===== src/rtl/fetch_stage_pkg.sv =====
// Shared constants and types for the instruction-fetch stage.
// The optional FETCH_PERF_CNT_EN macro is consumed in fetch_stage.sv.
package fetch_stage_pkg;

    // Bytes per instruction-memory word.
    localparam int IMEM_WORD_BYTES = 4;

    // sll $0,$0,0 -- the canonical MIPS NOP used for pipeline bubbles.
    localparam logic [31:0] NOP_INSTR = 32'h0000_0000;

    // Fetch FSM encodings.
    localparam logic [1:0] FS_BOOT = 2'd0;
    localparam logic [1:0] FS_RUN  = 2'd1;
    localparam logic [1:0] FS_HALT = 2'd2;

    // Contents of the IF/ID pipeline register.
    typedef struct packed {
        logic        valid;
        logic [31:0] instr;
        logic [31:0] pc;
        logic [31:0] pc4;
    } ifid_t;

    // Value loaded into IF/ID whenever no real instruction is passed on.
    localparam ifid_t IFID_BUBBLE = '{valid: 1'b0, instr: NOP_INSTR, pc: 32'h0, pc4: 32'h0};

endpackage


===== src/rtl/fetch_stage_pc_reg.sv =====
// Program counter with next-PC selection.
// Redirect has priority over everything (including a stall); otherwise
// the PC advances by one word only when the parent enables it.
module fetch_stage_pc_reg #(
    parameter logic [31:0] RESET_PC = 32'h0000_0000
) (
    input  logic        clk,
    input  logic        reset,
    input  logic        redirect_en,
    input  logic [31:0] redirect_pc,
    input  logic        advance_en,
    output logic [31:0] pc
);

    logic [31:0] target;
    logic [31:0] pc_next;

    // Targets are forced word aligned so PC[1:0] can never become non-zero.
    assign target = redirect_pc & ~32'h0000_0003;

    // Next-PC mux: redirect, then sequential advance (wraps modulo 2^32), else hold.
    always_comb begin
        pc_next = pc;
        if (redirect_en)
            pc_next = target;
        else if (advance_en)
            pc_next = pc + 32'd4;
    end

    // PC register, reset to the boot vector.
    always_ff @(posedge clk or negedge reset) begin
        if (!reset)
            pc <= RESET_PC;
        else
            pc <= pc_next;
    end

endmodule


===== src/rtl/fetch_stage.sv =====
// MIPS instruction-fetch stage: PC, IF/ID register, BOOT/RUN/HALT control.
// Optional feature macro: FETCH_PERF_CNT_EN adds fetch_count/stall_count.
// fsm_state exposes the control FSM for debug.
module fetch_stage
    import fetch_stage_pkg::*;
#(
    parameter logic [31:0] RESET_PC   = 32'h0000_0000,
    parameter int          IMEM_DEPTH = 18
) (
    input  logic        clk,
    input  logic        reset,
    input  logic        stall,
    input  logic        flush,
    input  logic        redirect_valid,
    input  logic [31:0] redirect_pc,
    output logic [31:0] imem_addr,
    input  logic [31:0] imem_data,
    output logic        ifid_valid,
    output logic [31:0] ifid_instr,
    output logic [31:0] ifid_pc,
    output logic [31:0] ifid_pc4,
    output logic        halted,
`ifdef FETCH_PERF_CNT_EN
    output logic [31:0] fetch_count,
    output logic [31:0] stall_count,
`endif
    output logic [1:0]  fsm_state
);

    localparam logic [31:0] IMEM_LIMIT = 32'(IMEM_DEPTH * IMEM_WORD_BYTES);

    logic [1:0]  state;
    logic [31:0] pc;
    ifid_t       ifid;
    logic        run;
    logic        out_of_range;
    logic        redirect_en;
    logic        advance_en;
    logic        halt_now;
    logic        fetch_load;

    assign run          = (state == FS_RUN);
    assign out_of_range = (pc >= IMEM_LIMIT);
    // PC only moves in RUN; BOOT presents the reset PC, HALT freezes it.
    assign redirect_en  = run & redirect_valid;
    assign advance_en   = run & ~stall & ~redirect_valid & ~out_of_range;
    // A stall or a redirect on the same edge keeps the stage alive.
    assign halt_now     = run & out_of_range & ~stall & ~redirect_valid;
    assign fetch_load   = run & ~flush & ~stall & ~out_of_range;

    fetch_stage_pc_reg #(
        .RESET_PC (RESET_PC)
    ) u_pc_reg (
        .clk         (clk),
        .reset       (reset),
        .redirect_en (redirect_en),
        .redirect_pc (redirect_pc),
        .advance_en  (advance_en),
        .pc          (pc)
    );

    // Control FSM: one BOOT cycle, then RUN until an out-of-range fetch.
    always_ff @(posedge clk or negedge reset) begin
        if (!reset) begin
            state <= FS_BOOT;
        end else begin
            case (state)
                FS_BOOT: state <= FS_RUN;
                FS_RUN:  if (halt_now) state <= FS_HALT;
                FS_HALT: state <= FS_HALT;
                default: state <= FS_BOOT;
            endcase
        end
    end

    // Sticky halt flag; only reset clears it.
    always_ff @(posedge clk or negedge reset) begin
        if (!reset)
            halted <= 1'b0;
        else if (halt_now)
            halted <= 1'b1;
    end

    // IF/ID register: flush beats stall; out-of-range fetches never load real data.
    always_ff @(posedge clk or negedge reset) begin
        if (!reset)
            ifid <= IFID_BUBBLE;
        else if (!run || flush || (!stall && out_of_range))
            ifid <= IFID_BUBBLE;
        else if (!stall)
            ifid <= '{valid: 1'b1, instr: imem_data, pc: pc, pc4: pc + 32'd4};
    end

`ifdef FETCH_PERF_CNT_EN
    // Performance counters: valid fetches and RUN stall cycles (both wrap).
    always_ff @(posedge clk or negedge reset) begin
        if (!reset) begin
            fetch_count <= 32'h0;
            stall_count <= 32'h0;
        end else begin
            if (fetch_load)
                fetch_count <= fetch_count + 32'd1;
            if (run && stall && !flush)
                stall_count <= stall_count + 32'd1;
        end
    end
`endif

    assign imem_addr  = pc;
    assign ifid_valid = ifid.valid;
    assign ifid_instr = ifid.instr;
    assign ifid_pc    = ifid.pc;
    assign ifid_pc4   = ifid.pc4;
    assign fsm_state  = state;

endmodule

===== config.mk =====
export PLATFORM = sky130hd
export DESIGN_NAME = fetch_stage
export DESIGN_NICKNAME = d
export VERILOG_FILES = /design/src/rtl/fetch_stage_pkg.sv /design/src/rtl/fetch_stage_pc_reg.sv /design/src/rtl/fetch_stage.sv
export SDC_FILE = /design/constraint.sdc
export NUM_CORES = 1
export LEC_CHECK = 0
export CAP_MARGIN = 10
export CORE_MARGIN = 5
export CORE_UTILIZATION = 46
export CTS_BUF_LIST = sky130_fd_sc_hd__clkbuf_4 sky130_fd_sc_hd__clkbuf_8 sky130_fd_sc_hd__clkbuf_16
export DETAILED_ROUTE_END_ITERATION = 10
export GPL_TIMING_DRIVEN = 0
export PLACE_DENSITY_LB_ADDON = 0.05
export REMOVE_ABC_BUFFERS = 1
export SLEW_MARGIN = 20
export SYNTH_ARGS = -nofsm -noshare
export SYNTH_HDL_FRONTEND = slang
export SYNTH_SLANG_ARGS = --single-unit

===== constraint.sdc =====
create_clock -name clk -period 4.32 [get_ports clk]
set_clock_uncertainty 0.1 [all_clocks]
set_input_delay 0.864 -clock clk [delete_from_list [all_inputs] [get_ports clk]]
set_output_delay 0.864 -clock clk [all_outputs]
set_load 0.03 [all_outputs]

==> impl_results.md <==
- Status: finished clean
- Startpoint Class: register
- #FFs+latches synth: 127
- Die width: 112 um
- Cell Rows: 37
- Mean Syn Cell Area: 13.2 um2
- Fin area: 7440 um2
- TritonCTS clock tree: done
- Synth top area share: 0.665
- Final Hold Viols: 0
- Worst reg2reg path endpoint: ifid_instr[18]
- Buffer count from post-CTS setup fixing: 0
- Grt total ovfl: 0
- Drt via density: 5.26
- Worst slack, placed: 1.33 ns
- CP Depth: 1
- H-tree depth: 4
- Gr busiest metal: met2
- Worst skew pair latency: 0.50 ns
- Family with the most delay on the worst path: buffers and inverters
- LEAKAGE: 3.44 nW
- Sequential-to-total area share from yosys stat: 0.665
- Power per Cell Area: 546 nW/um2
- CP required: 3.36 ns
- Unrepaired setup endpoints after global routing: no
- Final HPWL DP: 8650 um
- YS warnings: 0
- Setup TNS: 0 ns
- R2R setup slack: 1.71 ns
- DRC: 0
- Most common cell after layout, fill and taps aside: clkdlybuf4s50_1
- Slew HR: 0.507
- Cell area after synthesis: 4780 um2
- DIE HEIGHT: 112 um
- Worst Slack Setup Final: 1.61 ns
- Reg2reg start: fsm_state[1]
- Hold buffers post-CTS: 0
- Crit end category: output pin
- HP Class: in -> async
- Antenna diode count: 0
- Synth unique cells: 37
- Worst-path cell chain: clkdlybuf4s50_1
- Final wirelength: 12,500 um
- Worst slew pin tran: 0.740 ns
- GR Util met3: 0.0935
- Final Slew Violations: 0
- Final critical-path share of the clock period: 0.627
- Fmax: 0.369 GHz
- Vias in the first global route: 3,844
- Most frequent cells in the layout: clkdlybuf4s50_1 (194), dfrtp_1 (127), and3_1 (52)
- Slowest-stage cell, CP: clkdlybuf4s50_1
- Met2 Use GR: 0.322
- Final ANT Viol Nets: 0
- Port Buffers: 196
- 1st-iter DRT viols: 245
- Total number of vias: 3,663
- CP arrival: 1.75 ns
- Layout Nets: 621
- Finish-stage setup viols: 0
- First-pass GRT wire length: 20,600 um
- Largest net degree at the start of global routing: 77
- Worst vdd ir: 0.397 mV
- Post-route minimum period: 2.71 ns
- Overall global routing resource usage: 0.205
- Crit path largest cell delay: 0.75 ns
- Post-synthesis cell type with the largest combined area: dfrtp_1
- Num CTS Buffers: 17
- Max_cap viols: 0
- Bufs and invs on worst path: 1
- Initial DRT Pass Iterations: 4
- Max clock buf depth: 2
- Worst Path Class, Setup: reg -> out
- Layout cell share with drive strength beyond 1: 0.121
- Initial antenna violation count: 0
- Met1 usage: 0.256
- Area Overhead vs Synth: 55.8%
- Resized cells post-CTS: 0
- Largest cells by area after synthesis: dfrtp_1 (67%), and3_1 (6.8%), a22o_1 (6.1%), mux2_2 (5.9%), clkbuf_1 (1.7%)
- Initial core utilization: 0.467
- Dpl cell area: 6850 um2
- Core Area: 10,200 um2
- Root Buffer: clkbuf_8
- Reg clk slew, reported paths: 0.06 ns
- CP max FO: 8
- TritonCTS Sinks: 127
- Drt wl/cell: 17.9 um
- # IOs: 201
- Placer Congestion: 0.790
- Die area: 12,500 um2
- Synth Instances: 361
- Reg2reg path depth: 5
==> registers in the layout, summed over array words and instances (netlist names) <==
register     flops
ifid_pc         30
ifid_valid       1
u_pc_reg.pc     30
halted           1
ifid_pc4        31
fsm_state        2
ifid_instr      32
==> cell usage after synthesis (all sizes together) <==
| library cell | instances |
|---|---|
| a22o | 33 |
| o21bai | 1 |
| nand3b | 1 |
| nand3 | 6 |
| o21ai | 9 |
| a221oi | 3 |
| or4 | 5 |
| xnor2 | 3 |
| a31oi | 3 |
| nor2 | 4 |
| a311oi | 1 |
| inv | 8 |
| buf | 10 |
| dfrtp | 127 |
| a21oi | 1 |
| nor2b | 1 |
| a31o | 1 |
| o41a | 1 |
| nand2 | 15 |
| o22ai | 5 |
| nand2b | 2 |
| mux2 | 25 |
| nor3 | 1 |
| nor4 | 6 |
| and3 | 52 |
| and2 | 1 |
| o41ai | 1 |
| o211ai | 2 |
| clkbuf | 22 |
| conb | 1 |
| nand4 | 2 |
| ha | 4 |
| and4 | 2 |
| or3 | 2 |
==> area by class of cell <==
| type | instances | area, um2 |
|---|---|---|
| Inverter | 8 | 30.0 |
| Tap cell | 136 | 170 |
| Sequential cell | 127 | 3180 |
| Clock buffer | 19 | 442 |
| Timing Repair Buffer | 199 | 2030 |
| Clock inverter | 13 | 151 |
| Multi-Input combinational cell | 195 | 1440 |
| Fill cell | 737 | 2790 |
==> worst max path at each step <==
stage,startpoint,end,slack (ns)
finish,u_pc_reg.pc[4],imem_addr[4],1.61
global route,u_pc_reg.pc[4],imem_addr[4],1.51
CTS,u_pc_reg.pc[4],imem_addr[4],1.58
detailed placement,stall,ifid_instr[8],1.33
global placement,reset,ifid_pc[27],-2.55
floorplan,fsm_state[1],ifid_instr[0],0.70
==> through the flow <==
stage                     hold slack [ns]  utilization  std cells  power (mW)
after floorplan                     0.468            -        330        2.13
after global placement              0.360        0.661        662        2.64
after detailed placement            0.370        0.670        665        2.68
after CTS                           0.211        0.728        697        4.11
after global routing                0.227        0.728        697        4.26
final                               0.194        0.728        697        4.07
==> cell families after synthesis <==
group	share of synthesized area
buffers and inverters	0.0367
XOR/XNOR	0.00550
AND/OR/NAND/NOR	0.123
AO/OA/AOI/OAI	0.0995
adder cells (fa/ha/maj)	0.0105
flip-flops	0.665
other	0.000785
multiplexers	0.0589
==> report_power, final <==
group          internal (mW)  switching (mW)  leakage, nW  total (mW)
Combinational          0.528           0.645         1.45        1.17
Sequential              1.35           0.141         1.71        1.49
Clock                  0.864           0.541        0.284        1.41
==> layer usage <==
| metal | vias to the layer above | share of wire |
|---|---|---|
| li1 | 1695 | - |
| met1 | 1807 | 0.42 |
| met2 | 147 | 0.47 |
| met3 | 14 | 0.097 |
| met4 | 0 | 0.017 |
| met5 | - | 0 |
(Power assumes the default switching activity.)
